[config.mk]
export PLATFORM = sky130hd
export DESIGN_NAME = vga_capture
export DESIGN_NICKNAME = d
export VERILOG_FILES = /design/src/rtl/vga_timing.sv /design/src/rtl/vga_sync_edge.sv /design/src/rtl/vga_capture.sv
export SDC_FILE = /design/constraint.sdc
export NUM_CORES = 1
export LEC_CHECK = 0
export CORE_MARGIN = 2
export CORE_UTILIZATION = 35
export CTS_CLUSTER_DIAMETER = 200
export DETAILED_ROUTE_END_ITERATION = 16
export GPL_TIMING_DRIVEN = 0
export PLACE_DENSITY = 0.53
export RECOVER_POWER = 25
export SYNTH_ARGS = -nofsm -noshare
export SYNTH_HDL_FRONTEND = slang
export SYNTH_HIERARCHICAL = 1
export SYNTH_SLANG_ARGS = --single-unit
[constraint.sdc]
create_clock -name clock -period 4.6 [get_ports clock]
set_input_delay 1.38 -clock clock [delete_from_list [all_inputs] [get_ports clock]]
set_output_delay 1.38 -clock clock [all_outputs]
set_load 0.02 [all_outputs]
[src/rtl/vga_timing.sv]
// Shared 640x480 timing constants and capture FSM encoding, used by
// vga_capture and vga_controller.
package vga_timing;

    localparam int HACTIVE    = 640;
    localparam int HSYNCPULSE = 96;
    localparam int HBACKPORCH = 48;
    localparam int HTOTAL     = 800;
    localparam int VACTIVE    = 480;
    localparam int VSYNCPULSE = 2;
    localparam int VBACKPORCH = 33;
    localparam int VTOTAL     = 525;

    localparam int COUNT_W = 10;
    localparam int ADDR_W  = 19;

    localparam logic [1:0] ST_IDLE    = 2'd0;
    localparam logic [1:0] ST_SEEK    = 2'd1;
    localparam logic [1:0] ST_CAPTURE = 2'd2;

    // Half-open window test [lo, hi) on a line/pixel counter.
    function automatic logic in_window(input logic [COUNT_W-1:0] cnt,
                                       input logic [COUNT_W-1:0] lo,
                                       input logic [COUNT_W-1:0] hi);
        in_window = (cnt >= lo) && (cnt < hi);
    endfunction

endpackage

[src/rtl/vga_sync_edge.sv]
// One sync line: S1 input register plus falling-edge detect against the
// previous S1 value. Both registers idle high so reset never fakes an edge.
module vga_sync_edge (
    input  logic clock,
    input  logic reset,
    input  logic sync_in,
    output logic fall
);

    logic s1_q;
    logic s1_d;
    logic prev_q;
    logic prev_d;

    always_comb begin
        s1_d   = sync_in;
        prev_d = s1_q;
    end

    always_ff @(posedge clock) begin
        if (reset) begin
            s1_q   <= 1'b1;
            prev_q <= 1'b1;
        end else begin
            s1_q   <= s1_d;
            prev_q <= prev_d;
        end
    end

    assign fall = prev_q & ~s1_q;

endmodule

[src/rtl/vga_capture.sv]
// Locks onto an incoming VGA stream and writes each active pixel of a frame
// to a frame RAM in raster order; bad line timing aborts the frame.
module vga_capture
    import vga_timing::*;
#(
    parameter int hactive    = HACTIVE,
    parameter int hsyncpulse = HSYNCPULSE,
    parameter int hbackporch = HBACKPORCH,
    parameter int htotal     = HTOTAL,
    parameter int vactive    = VACTIVE,
    parameter int vsyncpulse = VSYNCPULSE,
    parameter int vbackporch = VBACKPORCH,
    parameter int vtotal     = VTOTAL
) (
    input  logic        clock,
    input  logic        reset,
    input  logic        vga_hsync,
    input  logic        vga_vsync,
    input  logic [2:0]  vga_rgb,
    input  logic        capture_enable,
    output logic        mem_wr_en,
    output logic [18:0] mem_address,
    output logic [2:0]  mem_data,
    output logic        frame_done,
    output logic        locked,
    output logic        sync_error,
    output logic [1:0]  debug_state
);

    localparam int H_START_I = hsyncpulse + hbackporch;
    localparam int V_START_I = vsyncpulse + vbackporch;
    // The active window is clipped to the frame so odd parameter sets cannot
    // ask for pixels beyond the line or frame end.
    localparam int H_END_I = (H_START_I + hactive < htotal) ? H_START_I + hactive : htotal;
    localparam int V_END_I = (V_START_I + vactive < vtotal) ? V_START_I + vactive : vtotal;

    localparam logic [COUNT_W-1:0] H_START   = COUNT_W'(H_START_I);
    localparam logic [COUNT_W-1:0] H_END     = COUNT_W'(H_END_I);
    localparam logic [COUNT_W-1:0] V_START   = COUNT_W'(V_START_I);
    localparam logic [COUNT_W-1:0] V_END     = COUNT_W'(V_END_I);
    localparam logic [COUNT_W-1:0] H_LAST    = COUNT_W'(htotal - 1);
    localparam logic [ADDR_W-1:0]  LAST_ADDR = ADDR_W'(hactive * vactive - 1);

    logic hfall;
    logic vfall;

    vga_sync_edge u_hsync_edge (
        .clock   (clock),
        .reset   (reset),
        .sync_in (vga_hsync),
        .fall    (hfall)
    );

    vga_sync_edge u_vsync_edge (
        .clock   (clock),
        .reset   (reset),
        .sync_in (vga_vsync),
        .fall    (vfall)
    );

    logic [2:0]         rgb_s1_q,      rgb_s1_d;
    logic [COUNT_W-1:0] h_count_q,     h_count_d;
    logic [COUNT_W-1:0] v_count_q,     v_count_d;
    logic [1:0]         state_q,       state_d;
    logic               mem_wr_en_q,   mem_wr_en_d;
    logic [ADDR_W-1:0]  mem_address_q, mem_address_d;
    logic [2:0]         mem_data_q,    mem_data_d;
    logic               frame_done_q,  frame_done_d;
    logic               sync_error_q,  sync_error_d;
    logic               active;
    logic               line_err;

    always_comb begin
        rgb_s1_d = vga_rgb;

        h_count_d = (h_count_q == '1) ? h_count_q : h_count_q + 1'b1;
        if (hfall) begin
            h_count_d = '0;
        end

        v_count_d = v_count_q;
        if (vfall) begin
            v_count_d = '0;
        end else if (hfall && (v_count_q != '1)) begin
            v_count_d = v_count_q + 1'b1;
        end

        active   = in_window(h_count_q, H_START, H_END) && in_window(v_count_q, V_START, V_END);
        // A complete frame leaves CAPTURE before the next vsync edge, so any
        // vsync edge seen while capturing means the frame came up short.
        line_err = (hfall && (h_count_q != H_LAST)) || vfall;

        state_d       = state_q;
        mem_wr_en_d   = 1'b0;
        mem_address_d = mem_wr_en_q ? mem_address_q + 1'b1 : mem_address_q;
        mem_data_d    = mem_data_q;
        frame_done_d  = 1'b0;
        sync_error_d  = sync_error_q;

        case (state_q)
            ST_IDLE: begin
                if (capture_enable) begin
                    state_d = ST_SEEK;
                end
            end
            ST_SEEK: begin
                if (vfall) begin
                    state_d       = ST_CAPTURE;
                    mem_address_d = '0;
                end
            end
            ST_CAPTURE: begin
                if (mem_wr_en_q && (mem_address_q == LAST_ADDR)) begin
                    frame_done_d = 1'b1;
                    state_d      = capture_enable ? ST_SEEK : ST_IDLE;
                end else if (line_err) begin
                    sync_error_d = 1'b1;
                    state_d      = ST_SEEK;
                end else if (active) begin
                    mem_wr_en_d = 1'b1;
                    mem_data_d  = rgb_s1_q;
                end
            end
            default: begin
                state_d = ST_IDLE;
            end
        endcase
    end

    always_ff @(posedge clock) begin
        if (reset) begin
            rgb_s1_q      <= '0;
            h_count_q     <= '0;
            v_count_q     <= '0;
            state_q       <= ST_IDLE;
            mem_wr_en_q   <= 1'b0;
            mem_address_q <= '0;
            mem_data_q    <= '0;
            frame_done_q  <= 1'b0;
            sync_error_q  <= 1'b0;
        end else begin
            rgb_s1_q      <= rgb_s1_d;
            h_count_q     <= h_count_d;
            v_count_q     <= v_count_d;
            state_q       <= state_d;
            mem_wr_en_q   <= mem_wr_en_d;
            mem_address_q <= mem_address_d;
            mem_data_q    <= mem_data_d;
            frame_done_q  <= frame_done_d;
            sync_error_q  <= sync_error_d;
        end
    end

    assign mem_wr_en   = mem_wr_en_q;
    assign mem_address = mem_address_q;
    assign mem_data    = mem_data_q;
    assign frame_done  = frame_done_q;
    assign locked      = (state_q == ST_CAPTURE);
    assign sync_error  = sync_error_q;
    assign debug_state = state_q;

endmodule

Word level (Yosys, flattened, before mapping)
Cells that the tools add are included.

Output and inout bits: 28. Input bits: 8. Flip-flop bits (word level): 54. Word-level logic and storage cells: 62.

$lt $le $gt $ge: 4. Eq/ne operators: 9. Add/subtract/negate cells: 3. Mux-type cells: 11. Reductions and logical operators: 15. Bitwise gates (word level): 7.

Operator list (count): 2-to-1 mux 19 bit (3); adder 10 x 1 -> 10 bit, second input constant (2); < comparator 10 bit, second input constant (2); inequality test 10 bit, second input constant (2); adder 19 x 1 -> 19 bit, second input constant (1); == test 19 bit, second input constant (1); == test 10 bit, second input constant (1); >= comparator 10 x 6 -> 1 bit, second input constant (1); >= comparator 10 x 8 -> 1 bit, second input constant (1); 2-to-1 mux 2 bit (4); logical AND 1 bit (6); one-hot mux 2 bit (3 select lines) (1); AND reduction 3 bit (2); OR reduction 2 bit (3); inverter 1 bit (5); inequality test 2 bit, second input constant (2); AND reduction 4 bit (1); OR reduction 4 bit (1); 2-to-1 mux 1 bit (3); inequality test 3 x 1 -> 1 bit, second input constant (1); AND 1 bit (2); == test 2 x 1 -> 1 bit, second input constant (1); == test 2 bit, second input constant (1); logical NOT 2 bit (1); logical OR 1 bit (1).

Logic depth before layout (Yosys ltp)
Gate-level depths: netlist (run 1).

Word-level depth: 7. Mapped depth: 6. Depth with buffers taken out: 6.

Modules after synthesis
The synthesis (run 1) kept the hierarchy.

Modules (own cells, without submodules): vga_capture (cells each 261, instances 1, area an instance 2308.5 sq um, sequential area each 1001.0 sq um); vga_sync_edge (cells each 5, instances 2, area an instance 61.3 sq um, sequential area each 40.0 sq um).

Worst setup path after synthesis (run 1)
OpenSTA, ideal clock, no wires.

Path type: in2reg. Start: input port reset. End: register mem_address_q[0], in the netlist mem_address[0]. Data required time: 4.472 ns. Slack: 2.394 ns. Setup time: 0.128 ns. Cell stages on the path: 4. Arrival time: 2.079 ns. Path buffers: 2. Cells stage by stage: nand2b_1 clkbuf_1 clkbuf_1 nor2_1.

RTL lines: from (decl) (RTL line vga_capture.sv:16) `input logic reset,`; to (signal assigned) (RTL line vga_capture.sv:147) `mem_address_q <= mem_address_d;`; to (decl) (RTL line vga_capture.sv:66) `logic [ADDR_W-1:0] mem_address_q, mem_address_d;`.

==> results of run 1 <==
-- registers in the layout (all words and copies together), names as in the netlist, 2 cells and up --
| register | flops |
|---|---|
| mem_address | 19 |
| h_count_q | 10 |
| v_count_q | 10 |
| mem_data | 3 |
| rgb_s1_q | 3 |
| debug_state | 2 |
-- power groups by stage --
stage	sequential [mW]	clock, mW	combinational [mW]
after global placement	0.491	0	0.0457
final	0.480	0.321	0.0430
after floorplan	0.491	0	0.0267
after detailed placement	0.491	0	0.0457
after CTS	0.480	0.331	0.0459
after global routing	0.482	0.348	0.0490
-- synthesized netlist by cell type, drive strengths merged (2+ instances only) --
master	number
a211oi	2
a21oi	9
and2b	3
and3	4
clkbuf	5
dfxtp	54
ha	4
inv	9
mux2i	7
nand2	18
nand2b	10
nand3	9
nand3b	2
nand4	9
nor2	42
nor2b	5
nor3	10
nor4	4
o21ai	10
o22ai	2
or2	7
or3	6
or4	3
xnor2	13
xor2	13
-- routing by layer --
metal	wire [microns]	share of wire
met5	0	0
met2	2170	0.44
met4	29	0.0059
met3	171	0.035
met1	2530	0.52
-- layout by cell type, fill, tap and decap left out, types with 5 or more instances in the layout --
cell / instances
a21oi_1: 9
clkbuf_1: 5
clkbuf_8: 5
clkdlybuf4s50_1: 34
dfxtp_1: 54
inv_1: 9
mux2i_1: 7
nand2_1: 18
nand2b_1: 10
nand3_1: 9
nand4_1: 8
nor2_1: 42
nor2b_1: 5
nor3_1: 10
o21ai_0: 9
or2_1: 5
or3_1: 6
xnor2_1: 13
xor2_1: 13
-- worst min path at each step --
stage	startpoint	to	slack, ps	cells after the start
global placement	u_hsync_edge/prev_d	u_hsync_edge/prev_q	410	1
CTS	u_vsync_edge/prev_d	u_vsync_edge/prev_q	450	1
floorplan	u_hsync_edge/prev_d	u_hsync_edge/prev_q	400	1
detailed placement	u_vsync_edge/prev_d	u_vsync_edge/prev_q	430	1
finish	u_vsync_edge/prev_d	u_vsync_edge/prev_q	450	1
global route	u_vsync_edge/prev_d	u_vsync_edge/prev_q	480	1
-- critical path, stage by stage --
cell	delay, ps
dlygate4sd3_1	730
nand2b_1	150
clkbuf_1	370
clkbuf_1	450
nor2_1	100
-- logic make-up (layout without fill, tap and decap cells) --
family | after synthesis | after routing | synth area share
buffers and inverters | 14 | 57 | 0.0216
AOI/OAI and AO/OA | 31 | 31 | 0.0916
xor gates and xnor gates | 26 | 26 | 0.0937
muxes | 7 | 7 | 0.0288
DFF | 54 | 54 | 0.445
adders and majority gates | 4 | 4 | 0.0206
and+or+nand+nor | 135 | 135 | 0.299
-- area by class of cell --
type,count,area share
Buffer,5,0.00634
Clock buffer,5,0.0233
Clock inverter,3,0.0148
Timing Repair Buffer,35,0.118
Sequential cell,54,0.365
Inverter,9,0.0114
Multi-Input combinational cell,203,0.427
Tap cell,80,0.0338
-- per-stage QoR --
stage	hold WS, ps	total power, mW	setup WS [ps]
after CTS	455	0.857	1580
after floorplan	402	0.518	2390
after global routing	477	0.879	1410
final	453	0.844	1590
after detailed placement	428	0.536	1270
after global placement	412	0.536	1250
==> impl_metrics.ini, run 1 <==
[run_status]
outcome = finished, final reports clean

[clock_network]
cts_buffers = 5
cts_hold_buffers = 0
ctsLongestPathBuffers = 2
ctsHtreeMaxLevel = 2
cts_post_setup_buffers_inserted = 0
clkSinkCount = 54
cts_resized = 0
clkLatencyLatePin_ps = 310
cts_tree = yes
root_buffer = clkbuf_8
path_clk_slew_ps = 100

[placement]
place_area_sq_mm = 0.00288
dp.final_hpwl_microns = 3540
io_buffers = 35
gp_congestion = 0.758
dp_cells = 386

[final_layout]
final_area_sq_mm = 0.00296
fill_cells = 683
n_antenna_cell = 0
instances_no_fill = 394
layout.area.seq_sq_mm = 0.00108
syn2layout_area_growth_pct = 21.7
fin_util = 0.438
final_nets = 325
multiInputGateArea_sq_mm = 0.00126
layout-drive-gt1-share = 0.0510

[yosys]
synth.top_cell.area_share = 0.445
async_flop_share = 0
syn-cell-area_sq_mm = 0.00243
ys.flop_type = dfxtp_1
synth.area.top_cells = dfxtp_1 (44%), nor2_1 (6.5%), xnor2_1 (4.7%)
postSynthAreaPerCell_sq_um = 8.97
yosysWarnings = 6
seq_area_frac_synth = 0.445
yosys.area.top_type = dfxtp_1
synth_edf_count = 0
synthCells = 271
ys_types = 42
synth_nets = 283
synth-seq-cells = 54

[setup_path]
cp.arrival_ps = 3200
path_max_fanout = 12
worstReg2RegEnd = mem_data[2]
end_kind = flop
cp-endpoint = mem_address[0]
r2r-start = u_vsync_edge/prev_d
ff2ff_path_depth = 6
startpoint = reset
worstSetupPathType = in -> reg
r2r_slack_ps = 1880
startpoint_type = input pin
required_ps = 4790

[power_and_ir_drop]
swShare = 0.220
powerDensity_mw_per_mm2 = 285
ir_drop_mv = 0.114
pwr-share-seq = 0.569
pwr-share-comb = 0.051
intPower_mw = 0.658
switchingPower_mw = 0.186
pwr-share-clk = 0.380
leakage_nw = 0.987

[timing]
final_max_slew_viol_count = 0
finClkSkew_ps = 10.6
rsz0062_at_grt = false
relSlewSlack = 0.316
setup_viol = 0
hold_viol_final = 0
max_clock_freq_ghz = 0.332
worstMarginPinSlew_ps = 1020
fin_setup_tns_ps = 0
period_minus_slack_ps = 3010
period_share = 0.654

[global_routing]
gr-usage-met1 = 0.195
antenna_found_initial = 0
grt_overflow = 0
grt_util_met2 = 0.211
use_met3 = 0.0379
grt_start_max_net_pins = 18
grt_pass1_vias = 1789
track_usage = 0.139
grt_first_pass_wirelength_microns = 8500
busiest_layer = met2

[run]
max_cap_viol_count = 0

[floorplan]
die-area_sq_mm = 0.00763
die_y_microns = 87.3
initial_utilization = 0.360
core_sq_mm = 0.00676
rows = 30
io_pins = 36
die_x_microns = 87.3

[detailed_routing]
dr.pass1.iters = 4
vias_per_cell = 4.89
drt-initial-drc-count = 83
drc = 0
routed_wl_microns = 4900
antenna_left = 0
dr_total_vias = 1925
wl_per_cell_microns = 12.4

[worst_hold_path]
hold_path_class = reg -> reg
Note: power is estimated with default switching activity, not from simulation.
==> run 2: changes to the inputs <==
Clock period 4.6 ns to 3.1 ns, I/O delays scaled along.
==> run 2 against run 1 <==
Global-route usage is the same. Cell area is 0.68% higher. Die area unchanged. Non-clock buffer count stayed put. Wire length is 0.55% higher. Hold slack about the same. Clock-buffer cell count did not move. Clock skew is essentially flat. Worst setup slack got worse by 1100 ps. Sequential cell count stayed put. Clock power increased by 48%. Cell count is the same. Largest power group unchanged.
==> impl_metrics.ini, run 2 (same netlist as run 1, synthesis figures left out) <==
[timing]
worstMarginPinSlew_ps = 1000
setup_viol = 0
relSlewSlack = 0.324
max_clock_freq_ghz = 0.391
rsz0062_at_grt = false
hold_viol_final = 0
period_minus_slack_ps = 2560
finClkSkew_ps = 10.5
period_share = 0.825
fin_setup_tns_ps = 0
hold_slack_ps = 453
final_max_slew_viol_count = 0

[clock_network]
cts_tree = yes
cts_resized = 0
ctsHtreeMaxLevel = 2
cts_buffers = 5
clkSinkCount = 54
root_buffer = clkbuf_8
cts_post_setup_buffers_inserted = 0
path_clk_slew_ps = 100
cts_hold_buffers = 0
clkLatencyLatePin_ps = 310
ctsLongestPathBuffers = 2

[placement]
dp.final_hpwl_microns = 3540
io_buffers = 35
dp_cells = 386
gp_congestion = 0.758

[final_layout]
layout-drive-gt1-share = 0.0573
largest_reg_flops = 19
final_nets = 325
instances_no_fill = 394
n_antenna_cell = 0
fill_cells = 680
mostFrequentLayoutCells = dfxtp_1 (54), nor2_1 (42), clkdlybuf4s50_1 (34), nand2_1 (18)
layout.area.seq_sq_mm = 0.00108
multiInputGateArea_sq_mm = 0.00128
syn2layout_area_growth_pct = 22.5
layout_commonest_cell = dfxtp_1

[floorplan]
die_x_microns = 87.3
io_pins = 36
rows = 30
initial_utilization = 0.360
core_sq_mm = 0.00676
die-area_sq_mm = 0.00763
die_y_microns = 87.3

[global_routing]
track_usage = 0.139
grt_overflow = 0
grt_start_max_net_pins = 18
grt_first_pass_wirelength_microns = 8500
antenna_found_initial = 0
grt_pass1_vias = 1789

[detailed_routing]
wl_per_cell_microns = 12.5
drc = 0
dr_total_vias = 1917
antenna_left = 0
dr.pass1.iters = 5
vias_per_cell = 4.87
drt-initial-drc-count = 77
routed_wl_microns = 4920

[power_and_ir_drop]
swShare = 0.221
pwr-share-seq = 0.568
pwr-share-clk = 0.380
ir_drop_mv = 0.169
intPower_mw = 0.977
pwr-share-comb = 0.053
switchingPower_mw = 0.277
powerDensity_mw_per_mm2 = 421
leakage_nw = 0.990

[run]
max_cap_viol_count = 0

[setup_path]
cp.arrival_ps = 2750
required_ps = 3290
startpoint_type = input pin
path_max_fanout = 12
worstSetupPathType = in -> reg
end_kind = flop
r2r_slack_ps = 570

[run_status]
outcome = finished, final reports clean

[worst_hold_path]
hold_path_class = reg -> reg
-- run 2: cell types whose count changed in the layout (fill, tap and decap cells not counted) --
cell and change:
and2b_1 -1, and2b_2 +1, o32ai_4 +1, o32ai_1 -1
-- run 2: routing by layer --
metal | up-vias | GRT usage | routed length, microns
met2 | 27 | 0.211 | 2190
met1 | 874 | 0.195 | 2520
li1 | 1014 | - | -
met3 | 2 | 0.0379 | 182
met5 | - | 0 | 0
met4 | 0 | 0.0350 | 29
-- run 2: metrics by stage --
| step | total power [mW] | cell area, sq um | utilization | worst slack, ps |
|---|---|---|---|---|
| finish | 1.25 | 2980 | 0.441 | 541 |
| global route | 1.31 | 2980 | 0.441 | 319 |
| CTS | 1.27 | 2990 | 0.443 | 526 |
| detailed placement | 0.796 | 2880 | 0.426 | 222 |
| global placement | 0.796 | 2880 | 0.426 | 196 |
| floorplan | 0.769 | 2430 | - | 1240 |
-- run 2: worst max-delay path: stages --
cell           delay, ps
dlygate4sd3_1        730
nand2b_1             150
clkbuf_1             370
clkbuf_1             460
nor2_1               100
-- run 2: worst paths after layout --
path,from,to,cells after the start
worst max register to register,u_vsync_edge/prev_d,mem_data[2],6
worst min register to register,u_vsync_edge/prev_d,u_vsync_edge/prev_q,1
worst min-delay path,u_vsync_edge/prev_d,u_vsync_edge/prev_q,1
worst max-delay path,reset,mem_address[0],5
-- run 2: area by class of cell --
cell class,instances,area share
inverters,9,0.0113
well taps,80,0.0336
clock inverters,3,0.0147
repair buffers,35,0.118
multi-input cells,203,0.430
plain buffers,5,0.00630
clock buffers,5,0.0231
flip-flops and latches,54,0.363
-- run 2: power by group through the flow --
stage | clock network [mW] | registers [mW] | logic [mW]
global route | 0.517 | 0.715 | 0.0753
finish | 0.476 | 0.712 | 0.0663
detailed placement | 0 | 0.728 | 0.0678
global placement | 0 | 0.728 | 0.0677
floorplan | 0 | 0.729 | 0.0396
CTS | 0.491 | 0.712 | 0.0681
==> run 3: changes to the inputs <==
Settings changed: PLACE_DENSITY 0.53 to 0.55.
Clock period 3.1 ns to 2.3 ns, I/O delays scaled along.
==> run 3 against run 2 <==
Cell area is 0.42% higher. Utilization is 0.19 points higher. Clock-buffer cell count stayed put. Non-clock buffer count is 1 lower. Critical path type is now reg -> out. Critical endpoint is now mem_wr_en. Largest power group unchanged. Highest routed layer unchanged.
==> impl_metrics.ini, run 3 (same netlist as run 1, synthesis figures left out) <==
[global_routing]
grt_overflow = 0
antenna_found_initial = 0
grt_start_max_net_pins = 19
track_usage = 0.139
grt_pass1_vias = 1902
grt_first_pass_wirelength_microns = 8530

[final_layout]
layout_commonest_cell = dfxtp_1
layout-drive-gt1-share = 0.0607
final_nets = 324
mostFrequentLayoutCells = dfxtp_1 (54), nor2_1 (42), clkdlybuf4s50_1 (33), nand2_1 (18)
fin_util = 0.443
syn2layout_area_growth_pct = 23.1
largest_reg_flops = 19
n_antenna_cell = 0
final_area_sq_mm = 0.00299

[setup_path]
critical_path.top_delay_family = buffers and inverters
path_max_fanout = 7
required_ps = 1610
max_stage_delay_ps = 660
cp.arrival_ps = 1450
startpoint_type = flop
worst_path_max_delay_cell = clkdlybuf4s50_1
worstSetupPathType = reg -> out
path_buf_inv = 1
end_kind = primary output
crit_chain = clkdlybuf4s50_1

[floorplan]
core_sq_mm = 0.00676
die-area_sq_mm = 0.00763
rows = 30
die_x_microns = 87.3
io_pins = 36
die_y_microns = 87.3
initial_utilization = 0.360

[worst_hold_path]
hold_path_class = reg -> reg

[clock_network]
ctsHtreeMaxLevel = 2
root_buffer = clkbuf_8
path_clk_slew_ps = 110
clkLatencyLatePin_ps = 310
cts_post_setup_buffers_inserted = 0
clkSinkCount = 54
cts_tree = yes
ctsLongestPathBuffers = 2
cts_buffers = 5

[power_and_ir_drop]
ir_drop_mv = 0.289
power_mw = 1.71
leakage_nw = 0.993
powerDensity_mw_per_mm2 = 572

[detailed_routing]
routed_wl_microns = 4800
dr_total_vias = 1951
wl_per_cell_microns = 12.2
drc = 0
antenna_left = 0
vias_per_cell = 4.96
dr.pass1.iters = 4
drt-initial-drc-count = 59

[run]
max_cap_viol_count = 0

[timing]
max_clock_freq_ghz = 0.467
rsz0062_at_grt = false
final_max_slew_viol_count = 0
period_share = 0.931
hold_viol_final = 0
finClkSkew_ps = 10.4
period_minus_slack_ps = 2140
relSlewSlack = 0.466
setup_viol = 0
hold_slack_ps = 443
worstMarginPinSlew_ps = 795

[placement]
place_area_sq_mm = 0.00288
io_buffers = 35
dp.final_hpwl_microns = 3530
gp_congestion = 0.757

[run_status]
outcome = finished, final reports clean
==> run 3: through the flow <==
| stage | cells | TNS [ps] | setup WS (ps) |
|---|---|---|---|
| finish | 393 | 0 | 159 |
| global route | 393 | 0 | 59.0 |
| CTS | 394 | 0 | 32.5 |
| detailed placement | 386 | -2990 | -307 |
| global placement | 386 | -3130 | -316 |
| floorplan | 271 | 0 | 441 |
==> run 3: path summary, 6_finish.rpt <==
check | start | endpoint | slack [ps] | depth (start not counted)
worst max-delay path | mem_wr_en | mem_wr_en | 160 | 1
worst min-delay path | u_hsync_edge/prev_d | u_hsync_edge/prev_q | 440 | 1
worst max register to register | u_vsync_edge/prev_d | mem_data[0] | 240 | 6
worst min register to register | u_hsync_edge/prev_d | u_hsync_edge/prev_q | 440 | 1
==> run 3: metal layers <==
layer / GRT usage / share of wire
met1: 0.184 / 0.50
met2: 0.222 / 0.46
met3: 0.0332 / 0.030
met4: 0.0462 / 0.011
met5: 0 / 0
==> run 3: worst reg2reg max path, stage by stage (launching register included) <==
cell	delay (ps)
dfxtp_1	340
and2b_2	260
or4_4	440
o32ai_4	270
o211ai_4	140
nor4_4	330
mux2i_1	230
==> run 3: cell type report <==
cell class | count | area [sq um]
inverter | 9 | 33.8
timing repair buffer | 35 | 349
clock buffer | 5 | 68.8
fill | 693 | 3760
multi-input combinational | 203 | 1290
clock inverter | 3 | 48.8
tap | 80 | 100
buffer | 4 | 16.3
sequential | 54 | 1080
==> run 3: power breakdown <==
group | internal, mW | total [mW] | switching [mW]
combinational | 0.0414 | 0.0884 | 0.0470
sequential | 0.949 | 0.960 | 0.0107
clock | 0.332 | 0.664 | 0.332
total | 1.32 | 1.71 | 0.389
==> run 3: repair_timing <==
item / CTS / global route
setup endpoints to repair: 1 / 10
gates resized for setup: 1 / 2
hold endpoints to repair: 0 / 0
hold buffers: 0 / 0
